### src/rtl/palette_lookup_arbiter.sv
// Round-robin arbiter that shares one combinational palette lookup among N_REQ
// sprite requesters and registers each result in a one-entry valid/ready stage.
module palette_lookup_arbiter #(
  parameter int          N_REQ   = 4,
  parameter int          IDX_W   = 4,
  parameter logic [11:0] KEY_RGB = 12'hF0F
) (
  input  logic                       Clk,
  input  logic                       Reset,
  input  logic [N_REQ-1:0]           req_valid,
  input  logic [N_REQ*IDX_W-1:0]     req_index,
  output logic [N_REQ-1:0]           req_ready,
  output logic [IDX_W-1:0]           pal_index,
  input  logic [3:0]                 pal_red,
  input  logic [3:0]                 pal_green,
  input  logic [3:0]                 pal_blue,
  output logic                       rsp_valid,
  input  logic                       rsp_ready,
  output logic [$clog2(N_REQ)-1:0]   rsp_id,
  output logic [3:0]                 rsp_red,
  output logic [3:0]                 rsp_green,
  output logic [3:0]                 rsp_blue,
  output logic                       rsp_transparent
);

  localparam int ID_W = $clog2(N_REQ);

  typedef enum logic {EMPTY, FULL} state_t;

  state_t            state_q, state_d;
  logic [ID_W-1:0]   ptr_q, ptr_d;
  logic [ID_W-1:0]   winner;
  logic [ID_W:0]     cand;
  logic              any_req;
  logic              can_accept;
  logic              grant;
  logic [IDX_W-1:0]  last_q;
  logic [11:0]       pal_rgb;

  // Rotating priority search starting at ptr_q; the first valid requester wins.
  // NOTE: every variable written here gets a default first so no latch is inferred.
  always_comb begin
    any_req = 1'b0;
    winner  = ptr_q;
    cand    = '0;
    for (int k = 0; k < N_REQ; k++) begin
      cand = {1'b0, ptr_q} + (ID_W+1)'(k);
      if (cand >= (ID_W+1)'(N_REQ)) cand = cand - (ID_W+1)'(N_REQ);
      if (!any_req && req_valid[cand[ID_W-1:0]]) begin
        any_req = 1'b1;
        winner  = cand[ID_W-1:0];
      end
    end
  end

  assign rsp_valid  = (state_q == FULL) && !Reset;
  assign can_accept = !rsp_valid || rsp_ready;
  assign grant      = !Reset && any_req && can_accept;
  assign req_ready  = grant ? (N_REQ'(1) << winner) : '0;
  assign pal_rgb    = {pal_red, pal_green, pal_blue};

  // The palette index follows the winner even while stalled, and otherwise parks
  // on the last driven value so the shared palette input never jumps needlessly.
  assign pal_index = Reset   ? '0 :
                     any_req ? req_index[winner*IDX_W +: IDX_W] : last_q;

  always_comb begin
    state_d = state_q;
    ptr_d   = ptr_q;
    if (grant) begin
      state_d = FULL;
      ptr_d   = (winner == ID_W'(N_REQ-1)) ? '0 : winner + 1'b1;
    end else if (rsp_ready) begin
      state_d = EMPTY;
    end
  end

  // NOTE: sequential state uses non-blocking assignments so every register
  // samples the pre-edge values of the combinational logic above.
  always_ff @(posedge Clk) begin
    if (Reset) begin
      state_q         <= EMPTY;
      ptr_q           <= '0;
      last_q          <= '0;
      rsp_id          <= '0;
      rsp_red         <= '0;
      rsp_green       <= '0;
      rsp_blue        <= '0;
      rsp_transparent <= 1'b0;
    end else begin
      state_q <= state_d;
      ptr_q   <= ptr_d;
      if (any_req) last_q <= pal_index;
      if (grant) begin
        rsp_id          <= winner;
        rsp_red         <= pal_red;
        rsp_green       <= pal_green;
        rsp_blue        <= pal_blue;
        rsp_transparent <= (pal_rgb == KEY_RGB);
      end
    end
  end

endmodule

### config.mk
export PLATFORM = sky130hd
export DESIGN_NAME = palette_lookup_arbiter
export DESIGN_NICKNAME = d
export VERILOG_FILES = /design/src/rtl/palette_lookup_arbiter.sv
export SDC_FILE = /design/constraint.sdc
export NUM_CORES = 1
export LEC_CHECK = 0
export BUFFER_PORTS_ARGS = -buffer_cell sky130_fd_sc_hd__buf_2
export CORE_AREA = 5 5 58 60
export CTS_CLUSTER_SIZE = 40
export DETAILED_ROUTE_END_ITERATION = 12
export DIE_AREA = 0 0 63 65
export PLACE_DENSITY_LB_ADDON = 0.3
export SYNTH_ARGS = -nofsm -noshare
export SYNTH_HDL_FRONTEND = slang
export SYNTH_SLANG_ARGS = --single-unit
### constraint.sdc
create_clock -name Clk -period 2.35 [get_ports Clk]
set_input_delay 0.3525 -clock Clk [delete_from_list [all_inputs] [get_ports Clk]]
set_output_delay 0.3525 -clock Clk [all_outputs]
set_load 0.02 [all_outputs]
# --- After elaboration in Yosys (flattened, before gate mapping) ---
# Cells that the tools add are included.
op_classes:
  addsub: 8
  n_lt_le_gt_ge: 8
  eq_ne: 2
  n_shift: 2
  n_mux: 26
  reduce_logical: 13
ops:
  columns: ["operator", "count"]
  rows:
  - ["$mux W2", 9]
  - ["$shiftx A16 B5 Y4", 1]
  - ["$eq A12 B12 Y1 const B", 1]
  - ["$lt A2 B3 Y1 const B", 4]
  - ["$mux W4", 3]
  - ["$mux W1", 10]
  - ["$ge A3 B3 Y1 const B", 3]
  - ["$bmux W1 S2", 4]
  - ["$sub A2 B1 Y2 const B", 4]
  - ["$add A2 B2 Y3 const B", 2]
  - ["$logic_and A1 B1 Y1", 6]
  - ["$logic_not A1 Y1", 5]
  - ["$shl A1 B2 Y4 const A", 1]
  - ["$add A2 B1 Y3 const B", 1]
  - ["$ge A2 B3 Y1 const B", 1]
  - ["$add A2 B1 Y2 const B", 1]
  - ["$eq A2 B2 Y1 const B", 1]
  - ["$reduce_bool A2 Y1", 1]
  - ["$logic_or A1 B1 Y1", 1]
word_totals:
  regBits: 22
  input_bits: 35
  wordCells: 67

# --- Longest topological paths before layout ---
# Gate-level depths: netlist of the first run.
logic_depth:
  ltp_word: 17
  ltp_mapped: 8

# --- Least setup slack after synthesis of the first run ---
# OpenSTA, ideal clock, no wires.
synth_timing:
  path_kind: "input to output"
  startpoint: "input port req_valid[2]"
  endpoint: "output port pal_index[1]"
  arrival_ns: 1.798
  path_slack_ns: 0.200
  stages: 5
  path_buffers: 0
  cell_sequence: "inv_1 o22ai_1 a222oi_1 nand2_2 o221ai_1"
synth_between:
  elab_chain_cells: 15
  elab_cells_between_ends: 25
  cone_classes: "shift: 1; mux: 18; reduce/logical: 6"
synth_rtl:
  columns: ["element", "line", "text"]
  rows:
  - ["from (decl)", "10", "input logic [N_REQ-1:0] req_valid,"]
  - ["$bmux W1 S2", "49", "if (!any_req && req_valid[cand[ID_W-1:0]]) begin"]
  - ["$mux W1 (implied by the code)", "49", null]
  - ["$mux W1", "49", null]
  - ["$logic_not A1 Y1", "49", null]
  - ["$logic_and A1 B1 Y1", "49", null]
  - ["$mux W1", "49", null]
  - ["$logic_not A1 Y1", "49", null]
  - ["$logic_and A1 B1 Y1", "49", null]
  - ["$mux W1", "49", null]
  - ["$logic_not A1 Y1", "49", null]
  - ["$logic_and A1 B1 Y1", "49", null]
  - ["$mux W2 (*)", "49", null]
  - ["net winner[0]", "32", "logic [ID_W-1:0] winner;"]
  - ["$shiftx A16 B5 Y4 (*)", "65", "any_req ? req_index[winner*IDX_W +: IDX_W] : last_q;"]
  - ["$mux W4 (*)", "65", null]
  - ["$mux W4 (*)", "64", "assign pal_index = Reset ? '0 :"]
  - ["to (decl)", "13", "output logic [IDX_W-1:0] pal_index,"]
# Mark *: on every way through the listed nets, which the timed path passes. The rest lies on a longest branch. The select of a mux whose other input is x is not followed.

# --- Final worst setup path of the first run ---
layout_timing:
  startpoint: "register ptr_q[1]"
  endpoint: "output port pal_index[2]"
layout_between:
  elab_chain_cells: 17
  elab_cells_between_ends: 40
  cone_classes: "add/sub: 7; order compare: 4; shift: 1; mux: 22; reduce/logical: 6"
layout_rtl:
  columns: ["element", "line", "text"]
  rows:
  - ["from (decl)", "31", "logic [ID_W-1:0] ptr_q, ptr_d;"]
  - ["from (signal assigned)", "92", "ptr_q <= ptr_d;"]
  - ["branches (longest 15 deep; another with $add A2 B1 Y3)", null, null]
  - ["$mux W4 (*)", "65", null]
  - ["$mux W4 (*)", "64", null]
# Every way passes the cells marked *. The select of a mux whose other input is x is not followed.

==> results of run 1 <==
==> placed cells by master, fill, tap and decap left out, drive strengths merged, types with 6 or more instances in the layout <==
cell type	netlist	layout
dfxtp	22	22
buf	2	68
mux2i	8	8
o221ai	8	8
o21ai	16	16
inv	6	6
nand2b	14	14
nand2	16	16
nand3b	6	6
==> critical path: cells and delay by family, from the launching register on <==
family | cells | cell delay, ns
buffers and inverters | 2 | 0.36
AO/OA/AOI/OAI | 3 | 0.51
flip-flops | 1 | 0.39
multiplexers | 1 | 0.27
AND/OR/NAND/NOR | 1 | 0.15
==> state kept, by name, summed over array words and instances (netlist names) <==
signal           count
rsp_id               2
rsp_green            4
rsp_blue             4
ptr_q                2
rsp_transparent      1
state_q              1
rsp_red              4
last_q               4
==> kinds of logic (layout without fill, tap and decap cells) <==
family / after synthesis / count (layout) / synth area share, %
flops: 22 / 22 / 38.2
fa+ha+maj: 4 / 4 / 4.34
buf+inv: 14 / 78 / 4.77
mux: 8 / 8 / 6.94
compound gates: 33 / 33 / 18.3
simple gates: 55 / 55 / 27.4
==> per-stage QoR <==
stage	setup TNS (ns)	std cells	area, sq um	hold slack, ns
finish	0	233	1710	0.253
global route	-0.249	233	1710	0.244
detailed placement	0	223	1490	0.464
global placement	0	223	1490	0.456
floorplan	0	136	1150	0.461
CTS	-0.00517	228	1560	0.244
==> routing by layer <==
metal	routed length [microns]	up-vias	part of all wire, %
li1	-	610	-
met5	0	-	0
met4	36	0	1.2
met1	1330	588	43
met2	1620	31	52
met3	128	4	4.1
==> area by class of cell <==
cell class | count | share of cell area, %
Clock buffer | 3 | 1.31
Sequential cell | 22 | 25.9
Clock inverter | 1 | 1.75
Multi-Input combinational cell | 100 | 44.9
Inverter | 6 | 1.31
Tap cell | 33 | 2.41
Timing Repair Buffer | 68 | 22.4
==> power by group through the flow <==
stage / clock (mW) / sequential [mW] / combinational, mW
after floorplan: 0 / 0.480 / 0.210
after global placement: 0 / 0.455 / 0.350
after detailed placement: 0 / 0.457 / 0.359
after CTS: 0.292 / 0.451 / 0.370
after global routing: 0.307 / 0.459 / 0.525
final: 0.286 / 0.453 / 0.483
==> repair_timing <==
| item | 4_1_cts | 5_1_grt |
|---|---|---|
| cloned | 1 | 0 |
| buffers inserted | 0 | 5 |
| setup endpoints to repair | 5 | 4 |
| pin swaps | 0 | 2 |
| resized for setup | 4 | 24 |
| hold buffers | 0 | 0 |
==> worst paths after layout <==
path / start / endpoint
setup / recovery: ptr_q[1]$_SDFFE_PP0P_ / pal_index[2]
hold / removal: pal_red[1] / rsp_red[1]$_SDFFE_PP0P_
setup reg to reg: ptr_q[1]$_SDFFE_PP0P_ / last_q[2]$_SDFFE_PP0N_
hold reg to reg: rsp_id[0]$_SDFFE_PP0P_ / rsp_id[0]$_SDFFE_PP0P_
==> impl_metrics.csv, run 1 <==
group,metric,value,unit
detailed_routing,drc,0,
power,intPower,0.828,mW
worst_hold_path,whs_path_depth,3,
finish,register_area,444,sq um
detailed_routing,finalWirelength,3.12,mm
worst_setup_path,reg2reg_slack,0.58,ns
power,switching_share,32.3,%
finish,syn_to_final_growth,48.6,%
clock_network,cts.sinks,22,
logic_synthesis,synth_edf_count,0,
sta,slew_viol_final,0,
logic_synthesis,syn_area,1150,sq um
placed_design,io_buffers,58,
global_routing,grt_max_degree,28,
sta,setup_violations,0,
power,seqPwrFrac,37.0,%
worst_setup_path,cp.arrival,1.98,ns
detailed_routing,drt_iter0_drc,21,
logic_synthesis,synth-seq-area-share,38.2,%
power,combinationalPowerShare,39.5,%
power,power.density,713,nW/um^2
global_routing,grt_use_met2,25.9,%
logic_synthesis,syn_avg_cell_area,8.48,sq um
logic_synthesis,ys_seq_elements,22,
floorplanning,die_x,63,microns
worst_setup_path,crit_path_start_kind,"register",
global_routing,gr-total-overflow,0,
sta,setup_ws,0.0140,ns
clock_network,clock-root-buffer,"clkbuf_4",
floorplanning,floorplan.die_area,4100,sq um
power,leakagePower,0.784,nW
global_routing,grt_pass1_wl,4.88,mm
global_routing,top_usage_layer,"met2",
worst_setup_path,cp_cell_sequence,"nor3b_2 > o22a_1 > o22ai_4 > buf_8 > mux2i_2 > o221ai_2 > buf_4",
job,cap_violations,0,
worst_setup_path,end_kind,"output pin",
sta,max_freq,0.428,GHz
clock_network,cts_tree,"yes",
global_routing,use_met3,2.25,%
clock_network,clock_latency,0.30,ns
worst_setup_path,critical_path_class,"register to output pin",
worst_setup_path,worstPathRequired,2.00,ns
global_routing,use_met1,16.4,%
clock_network,cts_max_level,1,
sta,rsz0062_at_grt,"true",
finish,final_nets,240,
placed_design,place_hpwl,2.26,mm
power,switchingPower,0.394,mW
clock_network,path_clk_slew,0.13,ns
floorplanning,rows,20,
power,power,1.22,mW
finish,layout.filler_cells,239,
logic_synthesis,synth_top_area_share,38.2,%
floorplanning,die_h,65,microns
logic_synthesis,synthCells,136,
global_routing,track_usage,14.1,%
finish,diodes,0,
worst_hold_path,min-delay-path-class,"primary input to register",
floorplanning,io_pins,59,
worst_setup_path,cp_slowest_cell,"dfxtp_4",
logic_synthesis,postSynthNetCount,175,
clock_network,cts_max_path_buffers,2,
logic_synthesis,async_reset_ff_share,0,%
worst_setup_path,slowest_delay,0.39,ns
sta,relSlewSlack,75.0,%
detailed_routing,vias_per_cell,5.29,
sta,skew,0.00521,ns
floorplanning,start_util,40.1,%
finish,final_layout_size_suffix_gt1_share,45.5,%
placed_design,pre_cts_ws,0.137,ns
worst_setup_path,cp_max_fo,7,
logic_synthesis,yosysWarningCount,0,
logic_synthesis,netlist.top_cell.by_area,"dfxtp_1",
detailed_routing,ant_nets,0,
global_routing,grt_pass1_vias,1149,
logic_synthesis,yosysMostFrequentCell,"dfxtp_1",
clock_network,cts_made_buffers,3,
sta,period_share,99.4,%
global_routing,antenna_found_initial,0,
logic_synthesis,ys_types,30,
floorplanning,coreArea,2880,sq um
detailed_routing,vias,1233,
run_status,outcome,"completed",
power,irDropWorstVdd,0.514,mV
finish,multi_input_area,769,sq um
worst_setup_path,rr_worst_depth,7,
logic_synthesis,ys_top_cells_by_area,"dfxtp_1 (38%), nand2b_1 (7.6%), mux2i_1 (6.9%), o21ai_0 (6.9%), o221ai_1 (6.1%)",
sta,period_minus_slack,2.34,ns
detailed_routing,wl_per_cell,13.4,microns
logic_synthesis,synth_common_cells,"dfxtp_1 (22), o21ai_0 (16), nand2_1 (15)",
placed_design,gp_congestion,0.763,
sta,hold_viol,0,
logic_synthesis,synth_top_flop_cell,"dfxtp_1",
finish,utilization,59.6,%
sta,worst_slew_pin_slew,0.374,ns
power,clkPwrFrac,23.4,%
detailed_routing,drtPass1Iterations,4,
No activity file was read; power rests on OpenSTA's default activity.
==> inputs of run 2 (changes only) <==
--- a/constraint.sdc
+++ b/constraint.sdc
@@ -3,2 +3,2 @@
 set_output_delay 0.3525 -clock Clk [all_outputs]
-set_load 0.02 [all_outputs]
+set_load 0.1 [all_outputs]
==> impl_metrics.csv, run 2 (same netlist as run 1, synthesis figures left out) <==
group,metric,value,unit
finish,layout_common_cells,"buf_2 (50), dfxtp_1 (21), o21ai_0 (16), nand2_1 (15), nand2b_1 (14)",
clock_network,clock-root-buffer,"clkbuf_4",
sta,skew,0.00550,ns
global_routing,track_usage,17.0,%
finish,syn_to_final_growth,66.5,%
detailed_routing,vias_per_cell,5.27,
sta,worst_slew_pin_slew,0.493,ns
detailed_routing,vias,1239,
placed_design,placed_area,1720,sq um
sta,max_freq,0.416,GHz
floorplanning,die_x,63,microns
placed_design,io_buffers,58,
clock_network,cts_made_buffers,3,
finish,diodes,0,
sta,relSlewSlack,67.4,%
finish,layout.filler_cells,232,
detailed_routing,drtPass1Iterations,4,
clock_network,cts_max_level,1,
power,switching_share,44.1,%
clock_network,cts_hold_buf,0,
placed_design,gp_congestion,0.765,
worst_setup_path,end_kind,"output pin",
power,leakagePower,0.824,nW
detailed_routing,finalWirelength,3.46,mm
run_status,violations,"negative setup slack",
clock_network,cts_max_path_buffers,2,
worst_setup_path,slowest_delay,0.39,ns
power,seqPwrFrac,27.6,%
detailed_routing,ant_nets,0,
worst_hold_path,min-delay-path-class,"primary input to register",
detailed_routing,drt_iter0_drc,31,
worst_setup_path,cp.arrival,2.05,ns
power,switchingPower,0.723,mW
global_routing,grt_pass1_vias,1272,
worst_setup_path,cp_slowest_cell,"dfxtp_4",
worst_setup_path,cp_cell_sequence,"nor3b_1 > o22a_1 > o22ai_2 > buf_4 > mux2i_4 > o221ai_4 > buf_12",
clock_network,path_clk_slew,0.13,ns
finish,final_common_cell,"buf_2",
worst_setup_path,crit_path_start_kind,"register",
floorplanning,coreArea,2880,sq um
floorplanning,start_util,40.1,%
worst_setup_path,crit_family,"compound AO/OA/AOI/OAI gates",
run_status,outcome,"finished with violations",
sta,period_share,102,%
clock_network,cts.sinks,22,
placed_design,place_hpwl,2.60,mm
power,irDropWorstVdd,0.566,mV
power,combinationalPowerShare,54.9,%
sta,rsz0062_at_grt,"true",
finish,final_nets,242,
sta,timing.hold.ws,0.250,ns
finish,final_area,1920,sq um
floorplanning,io_pins,59,
sta,slew_viol_final,0,
global_routing,antenna_found_initial,0,
detailed_routing,drc,0,
floorplanning,floorplan.die_area,4100,sq um
sta,setup_ws,-0.0519,ns
global_routing,grt_pass1_wl,5.64,mm
power,power.density,854,nW/um^2
sta,tns,-0.165,ns
worst_setup_path,cp_max_fo,7,
finish,utilization,66.7,%
worst_setup_path,worstPathRequired,2.00,ns
global_routing,gr-total-overflow,0,
detailed_routing,wl_per_cell,14.7,microns
floorplanning,die_h,65,microns
sta,setup_violations,5,
finish,final_layout_size_suffix_gt1_share,49.0,%
power,clkPwrFrac,17.5,%
clock_network,cts_tree,"yes",
sta,period_minus_slack,2.40,ns
global_routing,grt_max_degree,29,
power,intPower,0.917,mW
floorplanning,rows,20,
worst_setup_path,critical_path_class,"register to output pin",
job,cap_violations,0,
worst_setup_path,critPathBufInv,2,
sta,hold_viol,0,
clock_network,clock_latency,0.30,ns
run 2: changes by cell type in the layout (fill, tap and decap cells not counted), moves of 2 or more:
| cell | change |
|---|---|
| o221ai_4 | +4 |
| and2_2 | +3 |
| mux2i_1 | -2 |
| and2_1 | -3 |
| inv_4 | +2 |
| mux2i_4 | +3 |
| o221ai_2 | -3 |
| buf_2 | -5 |
| buf_12 | +8 |
run 2: routing by layer:
| metal | vias to the layer above | share of wire, % | routed length (microns) | global-route usage [%] |
|---|---|---|---|---|
| li1 | 623 | - | - | - |
| met1 | 588 | 37 | 1270 | 17.8 |
| met2 | 26 | 58 | 2020 | 33.5 |
| met3 | 2 | 4.3 | 148 | 3.29 |
| met4 | 0 | 0.61 | 21 | 4.77 |
| met5 | - | 0 | 0 | 0 |
run 2: per-stage QoR:
stage	std cells	setup WS [ns]	power [mW]
6_report	235	-0.0519	1.64
5_1_grt	235	-0.143	1.71
3_5_place_dp	227	0.0591	1.26
2_1_floorplan	136	-0.0756	1.02
3_3_place_gp	227	0.140	1.24
4_1_cts	233	-0.0179	1.63
run 2: repair_timing:
action | in CTS | in global routing
buffers inserted | 2 | 2
pin swaps | 2 | 1
setup endpoints to repair | 6 | 8
resized for setup | 20 | 0
gates cloned | 0 | 0
run 2: final cells by class:
type                       count  area [sq um]  area share, %
clock buffer                   3          22.5           1.17
clock inverter                 1          30.0           1.56
inverter                       6          27.5           1.43
multi-input combinational    100           851           44.3
sequential                    22           444           23.1
tap                           33          41.3           2.15
timing repair buffer          70           504           26.3
run 2: power groups by stage:
| stage | logic, mW | registers, mW | clock network (mW) |
|---|---|---|---|
| detailed placement | 0.803 | 0.457 | 0 |
| global placement | 0.783 | 0.453 | 0 |
| floorplan | 0.402 | 0.618 | 0 |
| finish | 0.900 | 0.453 | 0.287 |
| CTS | 0.887 | 0.453 | 0.290 |
| global route | 0.942 | 0.459 | 0.307 |
run 2: worst paths after layout:
path | startpoint | endpoint | slack [ns] | cells after the start
worst max-delay path | ptr_q[1]$_SDFFE_PP0P_ | pal_index[3] | -0.05 | 7
worst min-delay path | pal_green[0] | rsp_green[0]$_SDFFE_PP0P_ | 0.25 | 3
worst max register to register | ptr_q[1]$_SDFFE_PP0P_ | last_q[2]$_SDFFE_PP0N_ | 0.60 | 7
worst min register to register | rsp_id[0]$_SDFFE_PP0P_ | rsp_id[0]$_SDFFE_PP0P_ | 0.47 | 2
run 2: worst reg2reg max path, cell delays in order (launching register included):
cell and delay, ns:
dfxtp_4 0.39, nor3b_1 0.14, o22a_1 0.21, o22ai_2 0.15, buf_6 0.22, mux2i_4 0.29
buf_4 0.14, o221ai_1 0.10
